==> src/rtl/muldiv_seq_if.sv <==
// muldiv_seq_if: request/response bundle between the decoder/EX stage and the
// iterative RV32M multiply/divide sequencer.
interface muldiv_seq_if #(
    parameter int unsigned XLEN  = 32,
    parameter int unsigned TAG_W = 5
);
    logic             req_valid;
    logic             req_ready;
    logic [2:0]       req_op;
    logic [XLEN-1:0]  req_a;
    logic [XLEN-1:0]  req_b;
    logic [TAG_W-1:0] req_tag;
    logic             flush;
    logic             busy;
    logic             resp_valid;
    logic             resp_ready;
    logic [XLEN-1:0]  resp_data;
    logic [TAG_W-1:0] resp_tag;

    // Issuing side: decoder/pipeline
    modport master (
        output req_valid, req_op, req_a, req_b, req_tag, flush, resp_ready,
        input  req_ready, busy, resp_valid, resp_data, resp_tag
    );

    // Executing side: the sequencer
    modport slave (
        input  req_valid, req_op, req_a, req_b, req_tag, flush, resp_ready,
        output req_ready, busy, resp_valid, resp_data, resp_tag
    );
endinterface

==> src/rtl/muldiv_seq.sv <==
// muldiv_seq: iterative RV32M MUL*/DIV*/REM* unit. Shift-add multiply and
// restoring divide on operand magnitudes, one bit per cycle, sign fix-up on
// the final step.
// Optional macro MULDIV_EARLY_OUT_EN: divide-by-zero, signed divide overflow
// and multiply-by-zero skip CALC and respond straight from DONE.
module muldiv_seq #(
    parameter int unsigned XLEN  = 32,
    parameter int unsigned TAG_W = 5
) (
    input  logic        clk,
    input  logic        rst_n,
    muldiv_seq_if.slave bus
);

    localparam int unsigned CNT_W  = $clog2(XLEN);
    localparam int unsigned PROD_W = 2 * XLEN;

    localparam logic [2:0] OP_MUL    = 3'b000;
    localparam logic [2:0] OP_MULH   = 3'b001;
    localparam logic [2:0] OP_MULHSU = 3'b010;
    localparam logic [2:0] OP_DIV    = 3'b100;
    localparam logic [2:0] OP_REM    = 3'b110;

    typedef enum logic [1:0] {
        ST_IDLE = 2'd0,
        ST_CALC = 2'd1,
        ST_DONE = 2'd2
    } state_e;

    state_e           state_q, state_d;
    logic [CNT_W-1:0] count_q, count_d;
    logic [2:0]       op_q, op_d;
    logic [TAG_W-1:0] tag_q, tag_d;
    logic             sign_a_q, sign_a_d;
    logic             sign_b_q, sign_b_d;
    logic             b_zero_q, b_zero_d;
    logic [XLEN-1:0]  a_orig_q, a_orig_d;
    logic [XLEN-1:0]  opnd_q, opnd_d;      // multiplicand |a| or divisor |b|
    logic [XLEN-1:0]  hi_q, hi_d;          // product high half / remainder
    logic [XLEN-1:0]  lo_q, lo_d;          // multiplier->product low / dividend->quotient
    logic             resp_valid_q, resp_valid_d;
    logic [XLEN-1:0]  resp_data_q, resp_data_d;
    logic [TAG_W-1:0] resp_tag_q, resp_tag_d;

    logic             req_sa_c, req_sb_c;
    logic [XLEN-1:0]  mag_a_c, mag_b_c;
    logic             early_c;
    logic [XLEN-1:0]  early_data_c;
    logic [XLEN:0]    mul_sum_c, div_shift_c, div_diff_c;
    logic [XLEN-1:0]  step_hi_c, step_lo_c;
    logic [PROD_W-1:0] prod_raw_c, prod_c;
    logic [XLEN-1:0]  result_c;

    // Request decode: operand signedness and magnitudes
    always_comb begin
        req_sa_c = 1'b0;
        req_sb_c = 1'b0;
        unique case (bus.req_op)
            OP_MUL, OP_MULH, OP_DIV, OP_REM: begin
                req_sa_c = bus.req_a[XLEN-1];
                req_sb_c = bus.req_b[XLEN-1];
            end
            OP_MULHSU: req_sa_c = bus.req_a[XLEN-1];
            default: ;
        endcase
        mag_a_c = req_sa_c ? -bus.req_a : bus.req_a;
        mag_b_c = req_sb_c ? -bus.req_b : bus.req_b;
    end

`ifdef MULDIV_EARLY_OUT_EN
    // Trivial results resolved at accept time
    always_comb begin
        early_c      = 1'b0;
        early_data_c = '0;
        if (bus.req_op[2]) begin
            if (bus.req_b == '0) begin
                early_c      = 1'b1;
                early_data_c = bus.req_op[1] ? bus.req_a : '1;
            end else if (!bus.req_op[0] && (bus.req_a == {1'b1, {(XLEN-1){1'b0}}})
                         && (bus.req_b == '1)) begin
                early_c      = 1'b1;
                early_data_c = bus.req_op[1] ? '0 : bus.req_a;
            end
        end else if ((bus.req_a == '0) || (bus.req_b == '0)) begin
            early_c = 1'b1;
        end
    end
`else
    assign early_c      = 1'b0;
    assign early_data_c = '0;
`endif

    // One iteration: shift-add multiply step or restoring divide step
    always_comb begin
        mul_sum_c   = {1'b0, hi_q} + {1'b0, (lo_q[0] ? opnd_q : '0)};
        div_shift_c = {hi_q, lo_q[XLEN-1]};
        div_diff_c  = div_shift_c - {1'b0, opnd_q};
        if (op_q[2]) begin
            if (!div_diff_c[XLEN]) begin
                step_hi_c = div_diff_c[XLEN-1:0];
                step_lo_c = {lo_q[XLEN-2:0], 1'b1};
            end else begin
                step_hi_c = div_shift_c[XLEN-1:0];
                step_lo_c = {lo_q[XLEN-2:0], 1'b0};
            end
        end else begin
            step_hi_c = mul_sum_c[XLEN:1];
            step_lo_c = {mul_sum_c[0], lo_q[XLEN-1:1]};
        end
    end

    // Sign fix-up and result select applied to the last iteration's output
    always_comb begin
        prod_raw_c = {step_hi_c, step_lo_c};
        prod_c     = (sign_a_q ^ sign_b_q) ? -prod_raw_c : prod_raw_c;
        if (!op_q[2]) begin
            result_c = (op_q[1:0] == 2'b00) ? prod_c[XLEN-1:0] : prod_c[PROD_W-1:XLEN];
        end else if (b_zero_q) begin
            result_c = op_q[1] ? a_orig_q : '1;
        end else if (op_q[1]) begin
            result_c = sign_a_q ? -step_hi_c : step_hi_c;
        end else begin
            result_c = (sign_a_q ^ sign_b_q) ? -step_lo_c : step_lo_c;
        end
    end

    // Next-state and datapath control
    always_comb begin
        state_d      = state_q;
        count_d      = count_q;
        op_d         = op_q;
        tag_d        = tag_q;
        sign_a_d     = sign_a_q;
        sign_b_d     = sign_b_q;
        b_zero_d     = b_zero_q;
        a_orig_d     = a_orig_q;
        opnd_d       = opnd_q;
        hi_d         = hi_q;
        lo_d         = lo_q;
        resp_valid_d = resp_valid_q;
        resp_data_d  = resp_data_q;
        resp_tag_d   = resp_tag_q;

        unique case (state_q)
            ST_IDLE: begin
                if (!bus.flush && bus.req_valid) begin
                    op_d     = bus.req_op;
                    tag_d    = bus.req_tag;
                    sign_a_d = req_sa_c;
                    sign_b_d = req_sb_c;
                    b_zero_d = (bus.req_b == '0);
                    a_orig_d = bus.req_a;
                    opnd_d   = bus.req_op[2] ? mag_b_c : mag_a_c;
                    lo_d     = bus.req_op[2] ? mag_a_c : mag_b_c;
                    hi_d     = '0;
                    count_d  = '0;
                    state_d  = ST_CALC;
                    if (early_c) begin
                        state_d      = ST_DONE;
                        resp_valid_d = 1'b1;
                        resp_data_d  = early_data_c;
                        resp_tag_d   = bus.req_tag;
                    end
                end
            end
            ST_CALC: begin
                if (bus.flush) begin
                    state_d = ST_IDLE;
                    count_d = '0;
                end else begin
                    hi_d    = step_hi_c;
                    lo_d    = step_lo_c;
                    count_d = count_q + CNT_W'(1);
                    if (count_q == CNT_W'(XLEN - 1)) begin
                        state_d      = ST_DONE;
                        resp_valid_d = 1'b1;
                        resp_data_d  = result_c;
                        resp_tag_d   = tag_q;
                    end
                end
            end
            ST_DONE: begin
                if (bus.flush || bus.resp_ready) begin
                    state_d      = ST_IDLE;
                    resp_valid_d = 1'b0;
                end
            end
            default: begin
                state_d      = ST_IDLE;
                resp_valid_d = 1'b0;
            end
        endcase
    end

    // State and datapath registers
    always_ff @(posedge clk or negedge rst_n) begin
        if (!rst_n) begin
            state_q      <= ST_IDLE;
            count_q      <= '0;
            op_q         <= '0;
            tag_q        <= '0;
            sign_a_q     <= 1'b0;
            sign_b_q     <= 1'b0;
            b_zero_q     <= 1'b0;
            a_orig_q     <= '0;
            opnd_q       <= '0;
            hi_q         <= '0;
            lo_q         <= '0;
            resp_valid_q <= 1'b0;
            resp_data_q  <= '0;
            resp_tag_q   <= '0;
        end else begin
            state_q      <= state_d;
            count_q      <= count_d;
            op_q         <= op_d;
            tag_q        <= tag_d;
            sign_a_q     <= sign_a_d;
            sign_b_q     <= sign_b_d;
            b_zero_q     <= b_zero_d;
            a_orig_q     <= a_orig_d;
            opnd_q       <= opnd_d;
            hi_q         <= hi_d;
            lo_q         <= lo_d;
            resp_valid_q <= resp_valid_d;
            resp_data_q  <= resp_data_d;
            resp_tag_q   <= resp_tag_d;
        end
    end

    assign bus.req_ready  = (state_q == ST_IDLE) && !bus.flush;
    assign bus.busy       = (state_q != ST_IDLE);
    assign bus.resp_valid = resp_valid_q;
    assign bus.resp_data  = resp_data_q;
    assign bus.resp_tag   = resp_tag_q;

endmodule

==> src/flat_wrapper.sv <==
// flat-port wrapper written by rule: the top's interface ports become plain ports
module muldiv_seq_flat 
#(
    parameter int unsigned XLEN  = 32,
    parameter int unsigned TAG_W = 5
)
  (clk, rst_n, bus_req_valid, bus_req_op, bus_req_a, bus_req_b, bus_req_tag, bus_flush, bus_resp_ready, bus_req_ready, bus_busy, bus_resp_valid, bus_resp_data, bus_resp_tag);
  muldiv_seq_if #(.XLEN(XLEN), .TAG_W(TAG_W)) bus_i ();
  input  logic clk;
  input  logic rst_n;
  input wire logic [$bits(bus_i.req_valid)-1:0] bus_req_valid;
  input wire logic [$bits(bus_i.req_op)-1:0] bus_req_op;
  input wire logic [$bits(bus_i.req_a)-1:0] bus_req_a;
  input wire logic [$bits(bus_i.req_b)-1:0] bus_req_b;
  input wire logic [$bits(bus_i.req_tag)-1:0] bus_req_tag;
  input wire logic [$bits(bus_i.flush)-1:0] bus_flush;
  input wire logic [$bits(bus_i.resp_ready)-1:0] bus_resp_ready;
  output wire logic [$bits(bus_i.req_ready)-1:0] bus_req_ready;
  output wire logic [$bits(bus_i.busy)-1:0] bus_busy;
  output wire logic [$bits(bus_i.resp_valid)-1:0] bus_resp_valid;
  output wire logic [$bits(bus_i.resp_data)-1:0] bus_resp_data;
  output wire logic [$bits(bus_i.resp_tag)-1:0] bus_resp_tag;
  assign bus_i.req_valid = bus_req_valid;
  assign bus_i.req_op = bus_req_op;
  assign bus_i.req_a = bus_req_a;
  assign bus_i.req_b = bus_req_b;
  assign bus_i.req_tag = bus_req_tag;
  assign bus_i.flush = bus_flush;
  assign bus_i.resp_ready = bus_resp_ready;
  assign bus_req_ready = bus_i.req_ready;
  assign bus_busy = bus_i.busy;
  assign bus_resp_valid = bus_i.resp_valid;
  assign bus_resp_data = bus_i.resp_data;
  assign bus_resp_tag = bus_i.resp_tag;
  muldiv_seq #(.XLEN(XLEN), .TAG_W(TAG_W)) u_core (.clk(clk), .rst_n(rst_n), .bus(bus_i));
endmodule
==> config.mk <==
export PLATFORM = sky130hd
export DESIGN_NAME = muldiv_seq_flat
export DESIGN_NICKNAME = d
export VERILOG_FILES = /design/src/rtl/muldiv_seq_if.sv /design/src/rtl/muldiv_seq.sv /design/src/flat_wrapper.sv
export SDC_FILE = /design/constraint.sdc
export NUM_CORES = 1
export LEC_CHECK = 0
export BUFFER_PORTS_ARGS = -buffer_cell sky130_fd_sc_hd__buf_2
export CAP_MARGIN = 25
export CORE_MARGIN = 2
export CORE_UTILIZATION = 45
export CTS_BUF_LIST = sky130_fd_sc_hd__clkbuf_8
export CTS_CLUSTER_SIZE = 24
export DETAILED_ROUTE_END_ITERATION = 10
export PLACE_DENSITY = 0.62
export SKIP_CTS_REPAIR_TIMING = 1
export SLEW_MARGIN = 20
export SYNTH_ARGS = -nofsm -noshare
export SYNTH_HDL_FRONTEND = slang
export SYNTH_SLANG_ARGS = --single-unit
==> constraint.sdc <==
create_clock -name clk -period 11.6 [get_ports clk]
set_input_delay 1.16 -clock clk [delete_from_list [all_inputs] [get_ports clk]]
set_output_delay 1.16 -clock clk [all_outputs]
set_load 0.1 [all_outputs]
After elaboration in Yosys (flattened, before gate mapping)
Index checks and enable logic that the tools add are counted.
{"block": "totals", "reg_bits": 184, "in_bits": 77, "output_inout_bits": 40}
{"block": "classes", "n_addsub": 8, "eq_ne": 12, "muxes": 37, "bitwise_logic": 3, "reduce_logical": 18}
{"cell": "$mux 32", "n": 19}
{"cell": "$neg 32->32", "n": 4}
{"cell": "$pmux 32 s2", "n": 2}
{"cell": "$mux 64", "n": 1}
{"cell": "$neg 64->64", "n": 1}
{"cell": "$add 32x32->33", "n": 1}
{"cell": "$sub 33x32->33", "n": 1}
{"cell": "$logic_not 32->1", "n": 1}
{"cell": "$mux 5", "n": 2}
{"cell": "$pmux 5 s2", "n": 1}
{"cell": "$reduce_and 3->1", "n": 3}
{"cell": "$mux 2", "n": 4}
{"cell": "$eq 3x3->1 const B", "n": 2}
{"cell": "$mux 1", "n": 6}
{"cell": "$ne 2x1->1 const B", "n": 3}
{"cell": "$pmux 2 s3", "n": 1}
{"cell": "$add 5x1->5 const B", "n": 1}
{"cell": "$eq 5x5->1 const B", "n": 1}
{"cell": "$reduce_or 5->1", "n": 1}
{"cell": "$logic_not 2->1", "n": 2}
{"cell": "$reduce_and 2->1", "n": 2}
{"cell": "$reduce_and 4->1", "n": 1}
{"cell": "$reduce_bool 2->1", "n": 2}
{"cell": "$reduce_or 4->1", "n": 1}
{"cell": "other kinds (13)", "n": 15}

Depth between registers and ports, before layout
{"block": "logic_depth", "depth_word": 8, "ltp_mapped": 24, "depth_no_buf": 23}

Least setup slack after synthesis
OpenSTA, ideal clock, no wires.
{"block": "synth_timing", "kind": "reg-to-reg", "start": "register u_core.lo_q[31]", "end": "register u_core.resp_data_q[28] (netlist: u_core.bus.resp_data[28])", "setup_time_ns": 0.082, "arrival_time_ns": 5.313, "required_ns": 11.518, "path_slack_ns": 6.205, "stages_incl_launch_ff": 25, "period_less_slack_ns": 5.395, "path_cell_list": "dfrtp_1 inv_1 ha_1 fa_1 nand2b_1 a21oi_2 o21ai_2 o31ai_4 a31o_2 buf_6 nor3_1 a21oi_1 ha_1 o211ai_1 or2_2 or4_1 nor2b_1 and2_1 nor2_1 xnor2_1 o22ai_1 a2111oi_0 a21oi_1 a31o_1 a31oi_1"}
{"block": "synth_between", "elab_chain_len": 8, "word_cells_on_any_way": 15, "classes_between": "add/sub: 4; mux: 11"}
{"item": "start: declaration", "line_no": "muldiv_seq.sv:40", "text": "logic [XLEN-1:0] lo_q, lo_d;"}
{"item": "start signal: assignment", "line_no": "muldiv_seq.sv:223", "text": "lo_q <= lo_d;"}
{"item": "$sub 33x32->33", "line_no": "muldiv_seq.sv:97", "text": "div_diff_c = div_shift_c - {1'b0, opnd_q};"}
{"item": "$mux 1 / $mux 32 (equally long branches)", "line_no": "muldiv_seq.sv:99", "text": "if (!div_diff_c[XLEN]) begin"}
{"item": "$mux 32", "line_no": "muldiv_seq.sv:98", "text": "if (op_q[2]) begin"}
{"item": "$neg 32->32 (on tied branches)", "line_no": "muldiv_seq.sv:123, muldiv_seq.sv:121"}
{"item": "$mux 32 (on tied branches)", "line_no": "muldiv_seq.sv:123, muldiv_seq.sv:121"}
{"item": "$mux 32", "line_no": "muldiv_seq.sv:120", "text": "end else if (op_q[1]) begin"}
{"item": "$mux 32", "line_no": "muldiv_seq.sv:118", "text": "end else if (b_zero_q) begin"}
{"item": "$mux 32 *", "line_no": "muldiv_seq.sv:116", "text": "if (!op_q[2]) begin"}
{"item": "end signal: assignment", "line_no": "muldiv_seq.sv:225", "text": "resp_data_q <= resp_data_d;"}
{"item": "end: declaration", "line_no": "muldiv_seq.sv:42", "text": "logic [XLEN-1:0] resp_data_q, resp_data_d;"}
Mark *: on every way between the ends. The rest lies on a longest branch, timed or not.
A chain may end at the register's enable or synchronous reset.

Final worst setup path
{"block": "layout_timing", "start": "register u_core.lo_q[31]", "end": "register u_core.resp_data_q[4] (netlist: u_core.bus.resp_data[4])"}
The elaborated chain is that of the path after synthesis.

==> results.md <==
* Outcome: completed
* Final ANT Viol Nets at 0
* Number of global-route vias before repair at 17249
* Worst Skew at 15.17 ps
* Cells after Synth at 2360
* Area of placed instances at 18520 um^2
* Area contributors post-synth: dfrtp_1, nand2_1, a21oi_1
* Pre-antenna DRT Iters at 5
* Setup TNS at 0 ps
* Slowest stage delay, CP at 590 ps
* CTS tree: yes
* Seq/Total Area, Yosys at 26.20%
* Mean Syn Cell Area at 7.447 um^2
* Remaining Overflow, GRT at 0
* Cell mode on critical path: ha_1
* FF/Latch Area at 4608 um^2
* Routed vias at 18542
* Nets at 2535
* Design area at 18910 um^2
* Max-slew violation count at 0
* Top-area cell type share of the netlist area at 26.20%
* Count of final setup violators at 0
* Flops & latches, synth at 184
* Worst path slowest cell: or4_1
* Post-synth EDFFs at 0
* Fill cells at 3994
* DR DRC count at 0
* R2R cell count at 22
* Drt total wl at 74180 um
* # H-tree levels at 4
* Fin crit share at 56.27%
* Peak supply drop at 0.0001245 V
* Worst slew pin tran at 1084 ps
* Gr usage total at 36.20%
* Clk root buf: clkbuf_8
* Static Leak at 0.008256 uW
* Max frequency at 0.1532 GHz
* CP top delay family: compound AO/OA/AOI/OAI gates
* Ys flop type: dfrtp_1
* I/O pins at 117
* WS Path Type: register to register
* Area Growth Syn to Fin at 7.618%
* Port Buf Inserts at 116
* Initial antenna violation count at 2
* First-pass GRT wire length at 111000 um
* Initial Util at 45.58%
* Mapped Nets at 2509
* Clk_lat worst skew at 540 ps
* CP Max Fanout at 15
* Final Hold Violating Endpoints at 0
* Wire per inst at 25.43 um
* Clock-pin slew reported for the worst setup and hold paths after clock tree synthesis at 110 ps
* Tmin final at 6528 ps
* Crit path buf inv count at 1
* Synthesized area at 17570 um^2
* Critical Path Sink Type: register
* Hold_sp: u_core.tag_q[4]
* Vias per cell at 6.357
* Number of cell rows at 72
* PD cells at 276.7 nW/um^2
* Worst Setup Start Kind: register
* Dpl hpwl at 57380 um
* Worst path depth at 22
* CTS sink count at 184
* DRT iter0 DRCs at 1901
* Worst EP arrival at 7020 ps
* Max-cap violations at 0
* Clock Tree Buf Depth at 2
* Hold Path Class: register to register
* Most frequent cell after synthesis: nand2_1
* Cells along the critical path: inv_1 -> ha_1 -> fa_1 -> nand2b_1 -> a21oi_2 -> o21ai_2 -> o31ai_4 -> a31o_2 -> nor3_1 -> a21oi_1 -> ha_1 -> o211ai_1 -> or2_2 -> or4_1 -> nor2b_1 -> and2_1 -> nand2_1 -> o21ai_0 -> xor2_1 -> nor2_1 -> a2111oi_0 -> a221o_1
* RSZ-0062 raised after global routing: no
* Post-synth cell types at 98
* Synth warn at 0
* Cts bufs inserted at 17
* Footprint of the multi-input gates at 12160 um^2
* Required time of the critical path at 12090 ps
* Die W at 201.6 um
* Share of cells above drive strength 1 at 10.13%
* Reg-to-Reg End: u_core.bus.resp_data[4]
* Largest net degree at the start of global routing at 102
* Hold Crit Depth at 2
* R2r setup slk at 5070 ps
* Synth area leader: dfrtp_1
* Async SR Flop Fraction at 100.0%
* Slew Limit Headroom at 27.26%
* Gpl congestion at 1.024
* Die H at 201.6 um
* Core area at 38560 um^2
* Die area at 40650 um^2
* Most frequent cells after synthesis: nand2_1, nor2_1, a21oi_1, o21ai_0, dfrtp_1
* Reg2reg start: u_core.lo_q[31]
* Hold EP: u_core.bus.resp_tag[4]
layout by cell type (no fill, tap or decap), types with 9 or more instances in the layout:
cell type	n
a21o_1	23
inv_1	65
and2_1	43
xor2_1	86
o21a_1	11
nand2_1	400
nor4_1	16
o21bai_1	9
a211oi_1	18
o31ai_1	22
nand3_1	61
or3_1	15
clkbuf_8	19
xnor2_1	91
and3_1	14
buf_2	115
nand2b_1	21
o41ai_1	13
a21oi_1	201
nor2_1	203
nor2b_1	14
dfrtp_1	183
a221oi_1	9
o21ai_0	189
mux2i_1	44
ha_1	70
a31oi_1	24
o21ai_1	10
nand4_1	20
buf_4	34
nor3b_1	9
o211ai_1	30
o22ai_1	15
o221ai_1	47
nor3_1	66
per-stage QoR:
stage / hold slack [ps] / util, % / instances / worst slack [ps] / total power [uW]
2_1_floorplan: 436.9 / - / 2360 / 6205 / 3451
3_3_place_gp: 449.0 / 47.98 / 2883 / 5499 / 4640
3_5_place_dp: 450.4 / 48.04 / 2885 / 5248 / 4657
4_1_cts: 476.0 / 49.05 / 2916 / 5221 / 5132
5_1_grt: 505.2 / 49.05 / 2916 / 4581 / 5535
6_report: 477.7 / 49.05 / 2917 / 5072 / 5233
how the worst max path moves through the flow:
stage / to / slack (ps) / from
2_1_floorplan: u_core.bus.resp_data[28] / 6200 / u_core.lo_q[31]
3_3_place_gp: u_core.bus.resp_data[4] / 5500 / u_core.lo_q[31]
3_5_place_dp: u_core.bus.resp_data[4] / 5250 / u_core.lo_q[31]
4_1_cts: u_core.bus.resp_data[28] / 5220 / u_core.lo_q[31]
5_1_grt: u_core.bus.resp_data[28] / 4580 / u_core.lo_q[31]
6_report: u_core.bus.resp_data[4] / 5070 / u_core.lo_q[31]
logic make-up after synthesis:
family	Yosys count	synth area share, %
AO/OA/AOI/OAI	737	27.74
AND/OR/NAND/NOR	929	24.29
adder cells (fa/ha/maj)	72	5.211
XOR/XNOR	179	8.921
multiplexers	49	2.826
buffers and inverters	210	4.806
flip-flops	184	26.20
area by class of cell:
cell class | instances | area share, %
Multi-Input combinational cell | 1966 | 64.30
Sequential cell | 184 | 24.36
Timing Repair Buffer | 152 | 4.545
Tap cell | 518 | 3.427
Clock buffer | 18 | 1.310
Inverter | 65 | 1.290
Clock inverter | 13 | 0.7476
Antenna cell | 1 | 0.01323
state kept, by name (all words and copies together) (netlist names), 5 cells and up:
| signal | cells |
|---|---|
| u_core.a_orig_q | 32 |
| u_core.bus.resp_data | 32 |
| u_core.hi_q | 32 |
| u_core.lo_q | 32 |
| u_core.opnd_q | 32 |
| u_core.bus.resp_tag | 5 |
| u_core.count_q | 5 |
| u_core.tag_q | 5 |
where the power goes:
part	internal, uW	leakage [uW]	total (uW)	switching, uW
Sequential	782	0.00238	1010	228
Clock	181	0.000193	463	282
Combinational	1240	0.00568	3760	2520
Total	2200	0.00826	5230	3030
tightest hold or removal path: cells and delay by family (launching register included):
| family | cells | cell delay [ps] |
|---|---|---|
| DFF | 1 | 350 |
| and+or+nand+nor | 2 | 100 |
routing by layer:
metal | vias to the layer above | track usage, % | part of all wire, %
met3 | 180 | 5.296 | 7.9
met1 | 8863 | 49.63 | 43
met5 | - | 0 | 0
li1 | 8601 | - | -
met2 | 898 | 53.83 | 42
met4 | 0 | 21.98 | 6.5
Note: power is estimated with default switching activity, not from simulation.
